[src/rtl/mod7_aciona_rega.sv]
// Irrigation actuator sequencer: turns a level request (vs = sprinkler,
// bs = drip) into open valve -> settle -> pump (min run) -> drain -> close.
// Guards against conflicting requests and a low water tank.
module mod7_aciona_rega #(
    parameter int unsigned SETTLE_CYC  = 4,
    parameter int unsigned MIN_RUN_CYC = 8,
    parameter int unsigned DRAIN_CYC   = 4,
    parameter int unsigned CNT_W       = 8
) (
    input  logic clk,
    input  logic rst,
    input  logic vs,
    input  logic bs,
    input  logic cx_baixa,
    output logic valv_asp,
    output logic valv_got,
    output logic bomba,
    output logic busy,
    output logic err
);

    localparam logic [CNT_W-1:0] SETTLE_LAST = CNT_W'(SETTLE_CYC - 1);
    localparam logic [CNT_W-1:0] RUN_LAST    = CNT_W'(MIN_RUN_CYC - 1);
    localparam logic [CNT_W-1:0] DRAIN_LAST  = CNT_W'(DRAIN_CYC - 1);
    localparam logic [CNT_W-1:0] CNT_ONE     = CNT_W'(1);

    typedef enum logic [2:0] {
        S_IDLE  = 3'd0,
        S_OPEN  = 3'd1,
        S_RUN   = 3'd2,
        S_DRAIN = 3'd3,
        S_ERR   = 3'd4
    } state_t;

    state_t           state;
    state_t           state_nxt_c;
    logic [CNT_W-1:0] cnt;
    logic [CNT_W-1:0] cnt_nxt_c;
    logic             tipo;
    logic             tipo_nxt_c;
    logic             err_pend;
    logic             err_pend_nxt_c;

    logic             conflict_c;
    logic             req_sel_c;
    logic             req_oth_c;
    logic             valve_on_c;

    // Request decode relative to the latched irrigation type
    always_comb begin
        conflict_c = vs & bs;
        req_sel_c  = tipo ? vs : bs;
        req_oth_c  = tipo ? bs : vs;
    end

    // Next-state, counter, type latch and pending-error logic
    always_comb begin
        state_nxt_c    = state;
        cnt_nxt_c      = cnt + CNT_ONE;
        tipo_nxt_c     = tipo;
        err_pend_nxt_c = err_pend;

        unique case (state)
            S_IDLE: begin
                cnt_nxt_c = '0;
                if (conflict_c) begin
                    state_nxt_c = S_ERR;
                end else if (cx_baixa) begin
                    state_nxt_c = S_IDLE;
                end else if (vs) begin
                    state_nxt_c = S_OPEN;
                    tipo_nxt_c  = 1'b1;
                end else if (bs) begin
                    state_nxt_c = S_OPEN;
                    tipo_nxt_c  = 1'b0;
                end
            end

            S_OPEN: begin
                if (conflict_c) begin
                    state_nxt_c    = S_DRAIN;
                    err_pend_nxt_c = 1'b1;
                    cnt_nxt_c      = '0;
                end else if (cx_baixa) begin
                    state_nxt_c = S_DRAIN;
                    cnt_nxt_c   = '0;
                end else if (cnt == SETTLE_LAST) begin
                    state_nxt_c = S_RUN;
                    cnt_nxt_c   = '0;
                end
            end

            S_RUN: begin
                // Counter saturates once the minimum run time is reached
                if (cnt == RUN_LAST) begin
                    cnt_nxt_c = cnt;
                end
                if (conflict_c) begin
                    state_nxt_c    = S_DRAIN;
                    err_pend_nxt_c = 1'b1;
                    cnt_nxt_c      = '0;
                end else if (cx_baixa) begin
                    state_nxt_c = S_DRAIN;
                    cnt_nxt_c   = '0;
                end else if (!req_sel_c && req_oth_c) begin
                    state_nxt_c = S_DRAIN;
                    cnt_nxt_c   = '0;
                end else if (!req_sel_c && (cnt == RUN_LAST)) begin
                    state_nxt_c = S_DRAIN;
                    cnt_nxt_c   = '0;
                end
            end

            S_DRAIN: begin
                if (cnt == DRAIN_LAST) begin
                    state_nxt_c = err_pend ? S_ERR : S_IDLE;
                    cnt_nxt_c   = '0;
                end
            end

            S_ERR: begin
                cnt_nxt_c      = '0;
                err_pend_nxt_c = 1'b0;
                if (!vs && !bs) begin
                    state_nxt_c = S_IDLE;
                end
            end

            default: begin
                state_nxt_c    = S_IDLE;
                cnt_nxt_c      = '0;
                err_pend_nxt_c = 1'b0;
            end
        endcase
    end

    // Valve is open in every active phase of the sequence
    always_comb begin
        valve_on_c = (state_nxt_c == S_OPEN) || (state_nxt_c == S_RUN) ||
                     (state_nxt_c == S_DRAIN);
    end

    // State register with outputs decoded from the next state (registered Moore)
    always_ff @(posedge clk) begin
        if (rst) begin
            state    <= S_IDLE;
            cnt      <= '0;
            tipo     <= 1'b0;
            err_pend <= 1'b0;
            valv_asp <= 1'b0;
            valv_got <= 1'b0;
            bomba    <= 1'b0;
            busy     <= 1'b0;
            err      <= 1'b0;
        end else begin
            state    <= state_nxt_c;
            cnt      <= cnt_nxt_c;
            tipo     <= tipo_nxt_c;
            err_pend <= err_pend_nxt_c;
            valv_asp <= valve_on_c & tipo_nxt_c;
            valv_got <= valve_on_c & ~tipo_nxt_c;
            bomba    <= (state_nxt_c == S_RUN);
            busy     <= valve_on_c;
            err      <= (state_nxt_c == S_ERR);
        end
    end

endmodule

[config.mk]
export PLATFORM = sky130hd
export DESIGN_NAME = mod7_aciona_rega
export DESIGN_NICKNAME = d
export VERILOG_FILES = /design/src/rtl/mod7_aciona_rega.sv
export SDC_FILE = /design/constraint.sdc
export NUM_CORES = 1
export LEC_CHECK = 0
export BUFFER_PORTS_ARGS = -buffer_cell sky130_fd_sc_hd__buf_4
export CAP_MARGIN = 0
export CORE_MARGIN = 4
export CORE_UTILIZATION = 45
export CTS_BUF_LIST = sky130_fd_sc_hd__clkbuf_4 sky130_fd_sc_hd__clkbuf_8 sky130_fd_sc_hd__clkbuf_16
export CTS_CLUSTER_DIAMETER = 80
export DETAILED_ROUTE_END_ITERATION = 10
export GPL_TIMING_DRIVEN = 0
export PLACE_DENSITY = 0.65
export REMOVE_ABC_BUFFERS = 1
export SLEW_MARGIN = 20
export SYNTH_ARGS = -nofsm -noshare
export SYNTH_HDL_FRONTEND = slang
export SYNTH_SLANG_ARGS = --single-unit
export TNS_END_PERCENT = 100
[constraint.sdc]
create_clock -name clk -period 2 [get_ports clk]
set_clock_uncertainty 0.1 [all_clocks]
set_input_delay 0 -clock clk [delete_from_list [all_inputs] [get_ports clk]]
set_output_delay 0 -clock clk [all_outputs]
set_load 0.01 [all_outputs]
* Yosys cells after proc, flatten, opt, wreduce, memory -nomap -nowiden
Cells that the tools add are included.
** Cells by class
- Add/subtract/negate cells :: 1
- Equality and inequality tests :: 12
- Mux-type cells :: 33
- Bitwise gates (word level) :: 5
- Reductions and logical operators :: 12
** Operator list (count)
- $mux W8 :: 8
- $mux W3 :: 14
- $pmux W8 S3 :: 1
- $pmux W3 S5 :: 1
- $eq A3 B2 Y1 const B :: 4
- $add A8 B1 Y8 const B :: 1
- $eq A8 B2 Y1 const B :: 1
- $eq A8 B3 Y1 const B :: 1
- $mux W1 :: 8
- $eq A3 B1 Y1 const B :: 2
- $eq A3 B3 Y1 const B :: 2
- $ne A6 B6 Y1 const B :: 1
- $reduce_or A2 Y1 :: 2
- $and A1 B1 Y1 :: 3
- $logic_and A1 B1 Y1 :: 3
- $logic_not A1 Y1 :: 3
- $logic_not A3 Y1 :: 1
- $logic_or A1 B1 Y1 :: 2
- $ne A2 B1 Y1 const B :: 1
- $not A1 Y1 :: 2
- $pmux W1 S2 :: 1
- $reduce_and A2 Y1 :: 1
** Word-level totals
- Register bits :: 18
- Bits of input ports :: 5
- Output and inout port bits :: 5
- Word-level logic and storage cells :: 72

* Depth between registers and ports, before layout
- Word-level depth :: 12
- Depth in mapped cells :: 5
- Depth with buffers taken out :: 5

* Least setup slack after synthesis
Ideal clock, no wire load.
- Kind :: flip-flop to flip-flop
- Start :: register cnt[0]
- End :: register bomba
- Setup time :: 0.118 ns
- Arrival time :: 1.626 ns
- Data required time :: 1.782 ns
- Slack :: 0.156 ns
- Cell stages (with the launch flop) :: 6
- Path buffers :: 0
- Period minus slack after synthesis :: 1.844 ns
- Cells stage by stage :: dfxtp_1 > ha_1 > nor3b_1 > nand2_1 > o31ai_1 > and4bb_2
** On the way
- Longest elaborated chain between the ends :: 8
- Elaborated cells on any way between the ends :: 13
- Those cells by class :: 3 x eq/ne; 9 x mux; 1 x reduce/logical
** Ends and longest elaborated chain
- start: declaration :: line 37 : logic [CNT_W-1:0] cnt;
- start signal: assignment :: line 157 : cnt <= cnt_nxt_c;
- $eq A8 B3 Y1 :: line 108 : end else if (!req_sel_c && (cnt == RUN_LAST)) begin
- $logic_and A1 B1 Y1 :: line 108
- $mux W3 :: line 108
- $mux W3 :: line 105 : end else if (!req_sel_c && req_oth_c) begin
- $mux W3 :: line 102 : end else if (cx_baixa) begin
- $mux W3 :: line 98 : if (conflict_c) begin
- $pmux W3 S5 (*) :: line 63 : unique case (state)
- $eq A3 B2 Y1 (*) :: line 162 : bomba <= (state_nxt_c == S_RUN);
- end signal: assignment :: line 162
- end: declaration :: line 17 : output logic bomba,
Mark *: on every way between the ends. The rest lies on a longest branch, timed or not.
A chain may end at the register's enable or synchronous reset.

* Final worst setup path
Same ends and word-level chain as after synthesis.

==> run metrics <==
Max VDD drop 0.400 mV; Yosys warnings 0; LEAKAGE 0.382 nW; largest family of logic cells by synthesized area simple AND/OR/NAND/NOR gates; synthesis-to-layout area growth 17.1%; hold_ws 0.0573 ns; clk root buf clkbuf_4; adder-cell share of the synthesized area 2.24%; Max Clk Rate 529 MHz; Synth Area in Simple Gates 31.8%; unrepaired setup endpoints after global routing true; most common cell after layout, fill and taps aside dfxtp_1; Filler cells 201; first drt pass iteration count 4; Critical Path Sink Type register; routed wire length 2130 um; Setup Crit Path Kind reg2reg; first-pass GRT wire length ~4000 um; Port Buffers 9; largest net degree at the start of global routing 16; total gr overflow 0; Cell Area, Synth between 1000 and 1500 sq um; Tcrit/Tclk final 94.5%; R2R Path End bomba; drt drc 0; FF-to-FF Start cnt[0]; status complete, no violations; vias per cell 5.90; FF-to-FF path depth 5; hold crit path type in2reg; Die W 55.3 um; Synth Area in XOR/XNOR 4.35%; Worst Path Required 2.12 ns; R2R Setup Slk between 0.1 and 0.15 ns; Worst Path Max Fanout 6; hold-critical path endpoint cnt[0]; number of global-route vias before repair 847; Least-Margin Pin Slew 0.553 ns; Max clock buf depth 2; Die Area 3060 sq um; fin. max-slew vios 0; multi-input logic area 639 sq um; H-tree levels 1; Syn Area/Cell 9.16 sq um; Vias 868; Clock Sinks 18; total CTS buffers 3; startpoint types register; CP arrival around 2 ns; post-synthesis sequential area ratio 35.8%; post-synthesis mux area share 1.12%; Final setup viols 0; commonest non-fill, non-tap cells in the layout dfxtp_1, nor2_1, buf_4; worst skew pair latency 0.31 ns; initial antenna violation count 0; Post-DP HPWL 1440 um; post-synthesis compound-gate area fraction 20.2%; FF+latch area 362 sq um; Worst Min Path Start cx_baixa; num ports 10; Yosys reg bits 18; distinct cell type count of the synthesized netlist 46; Cells on Worst Hold Path 5; Core Box Area 2040 sq um; total power between 0.0007 and 0.0008 W; Max-Cap Viols 0; # rows 16; ant diodes 0; Syn Inst Count 110; final hold vios 0; gpl congestion 0.783; Iteration-0 DRC Markers 15; Routed WL per cell 14.5 um; layout cell share with drive strength beyond 1 about a quarter; clk slew on worst S/H paths 0.11 ns; Starting Density 49.3%; Rel. slew slack 62.9%; Overall Global Routing Usage 16.0%; nets@finish ~130; Period minus WS final approximately 1.9 ns; CTS tree yes; die height 55.3 um; Pwr Density 641 nW/um^2; antenna viol nets, final 0
worst max path at each step:
stage | from | to | slack [ns] | cells past startpoint
floorplan | cnt[0] | bomba | 0.16 | 5
detailed placement | cnt[0] | bomba | -0.20 | 5
finish | cnt[0] | bomba | 0.11 | 5
CTS | cnt[0] | bomba | 0.0007 | 5
global placement | cnt[0] | bomba | -0.17 | 5
global route | tipo | bomba | -0.03 | 4
final cells by class:
type | count | share of cell area, %
repair buffers | 12 | 8.27
multi-input cells | 83 | 54.2
flip-flops and latches | 18 | 30.6
inverters | 3 | 0.954
clock buffers | 4 | 3.08
well taps | 27 | 2.86
synthesized netlist by cell type, drive strengths merged:
cell	number	area (sq um)
inv	3	11.3
nand4b	2	17.5
a21oi	4	20.0
o21ai	3	18.8
a211oi	4	30.0
or3b	1	8.76
a221o	1	10.0
dfxtp	18	360
nor4	2	18.8
or4	2	18.8
or2	1	6.26
nand2	5	18.8
nor4b	2	17.5
o21a	1	7.51
a21o	2	15.0
nor3b	1	7.51
nand3	4	20.0
or4b	1	13.8
a31oi	2	12.5
and4bb	1	12.5
buf	4	26.3
xor2	2	17.5
or3	3	23.8
a22oi	1	21.3
xnor2	3	26.3
clkbuf	2	7.51
o31ai	2	15.0
nor3	5	25.0
o2111ai	1	8.76
nor2	14	55.1
a2bb2oi	1	8.76
maj3	1	10.0
nand4bb	2	22.5
a2111oi	2	36.3
nand4	1	6.26
nor2b	2	12.5
ha	1	12.5
nand3b	2	15.0
mux2	1	11.3
routing by layer:
metal	track usage, %	wire length (um)	share of wire, %
met5	0	0	0
met4	5.21	20	0.94
met3	5.13	75	3.5
met2	22.8	922	43
met1	22.5	1110	52
sequential cells by signal, summed over array words and instances (netlist names):
name      cells
bomba         1
valv_got      1
err_pend      1
state         3
busy          1
valv_asp      1
err           1
tipo          1
cnt           8
cells by family after synthesis:
family / Yosys count
AO/OA/AOI/OAI: 24
adder cells (fa/ha/maj): 2
multiplexers: 1
AND/OR/NAND/NOR: 51
flip-flops: 18
buffers and inverters: 9
XOR/XNOR: 5
power by group:
group          total (W)  internal [W]  switching, W
Clock           0.000232      0.000111      0.000121
Sequential      0.000397      0.000377     0.0000197
Combinational   0.000128     0.0000604     0.0000672
through the flow:
step / TNS (ns) / std cells / util (%) / setup WS [ns] / instance area (sq um)
floorplan: 0 / 104 / - / 0.156 / 973
global placement: -0.314 / 140 / 52.6 / -0.165 / 1070
detailed placement: -0.505 / 140 / 52.6 / -0.201 / 1070
CTS: 0 / 147 / 56.6 / 0.000720 / 1150
global route: -0.0269 / 147 / 57.8 / -0.0269 / 1180
finish: 0 / 147 / 57.8 / 0.109 / 1180
what timing repair did:
action / CTS / global route
resized for setup: 2 / 4
hold buffers: 3 / 0
setup endpoints to repair: 5 / 12
pin swaps: 0 / 2
setup buffers: 0 / 0
hold endpoints to repair: 12 / 0
critical path, cell delays in order, from the launching register on:
cell and delay [ns]:
dfxtp_1 0.40, ha_2 0.28, nor3b_2 0.21, nand2_1 0.22, o31ai_4 0.33, and4bb_2 0.26
Power figures use the tool's default switching activity.
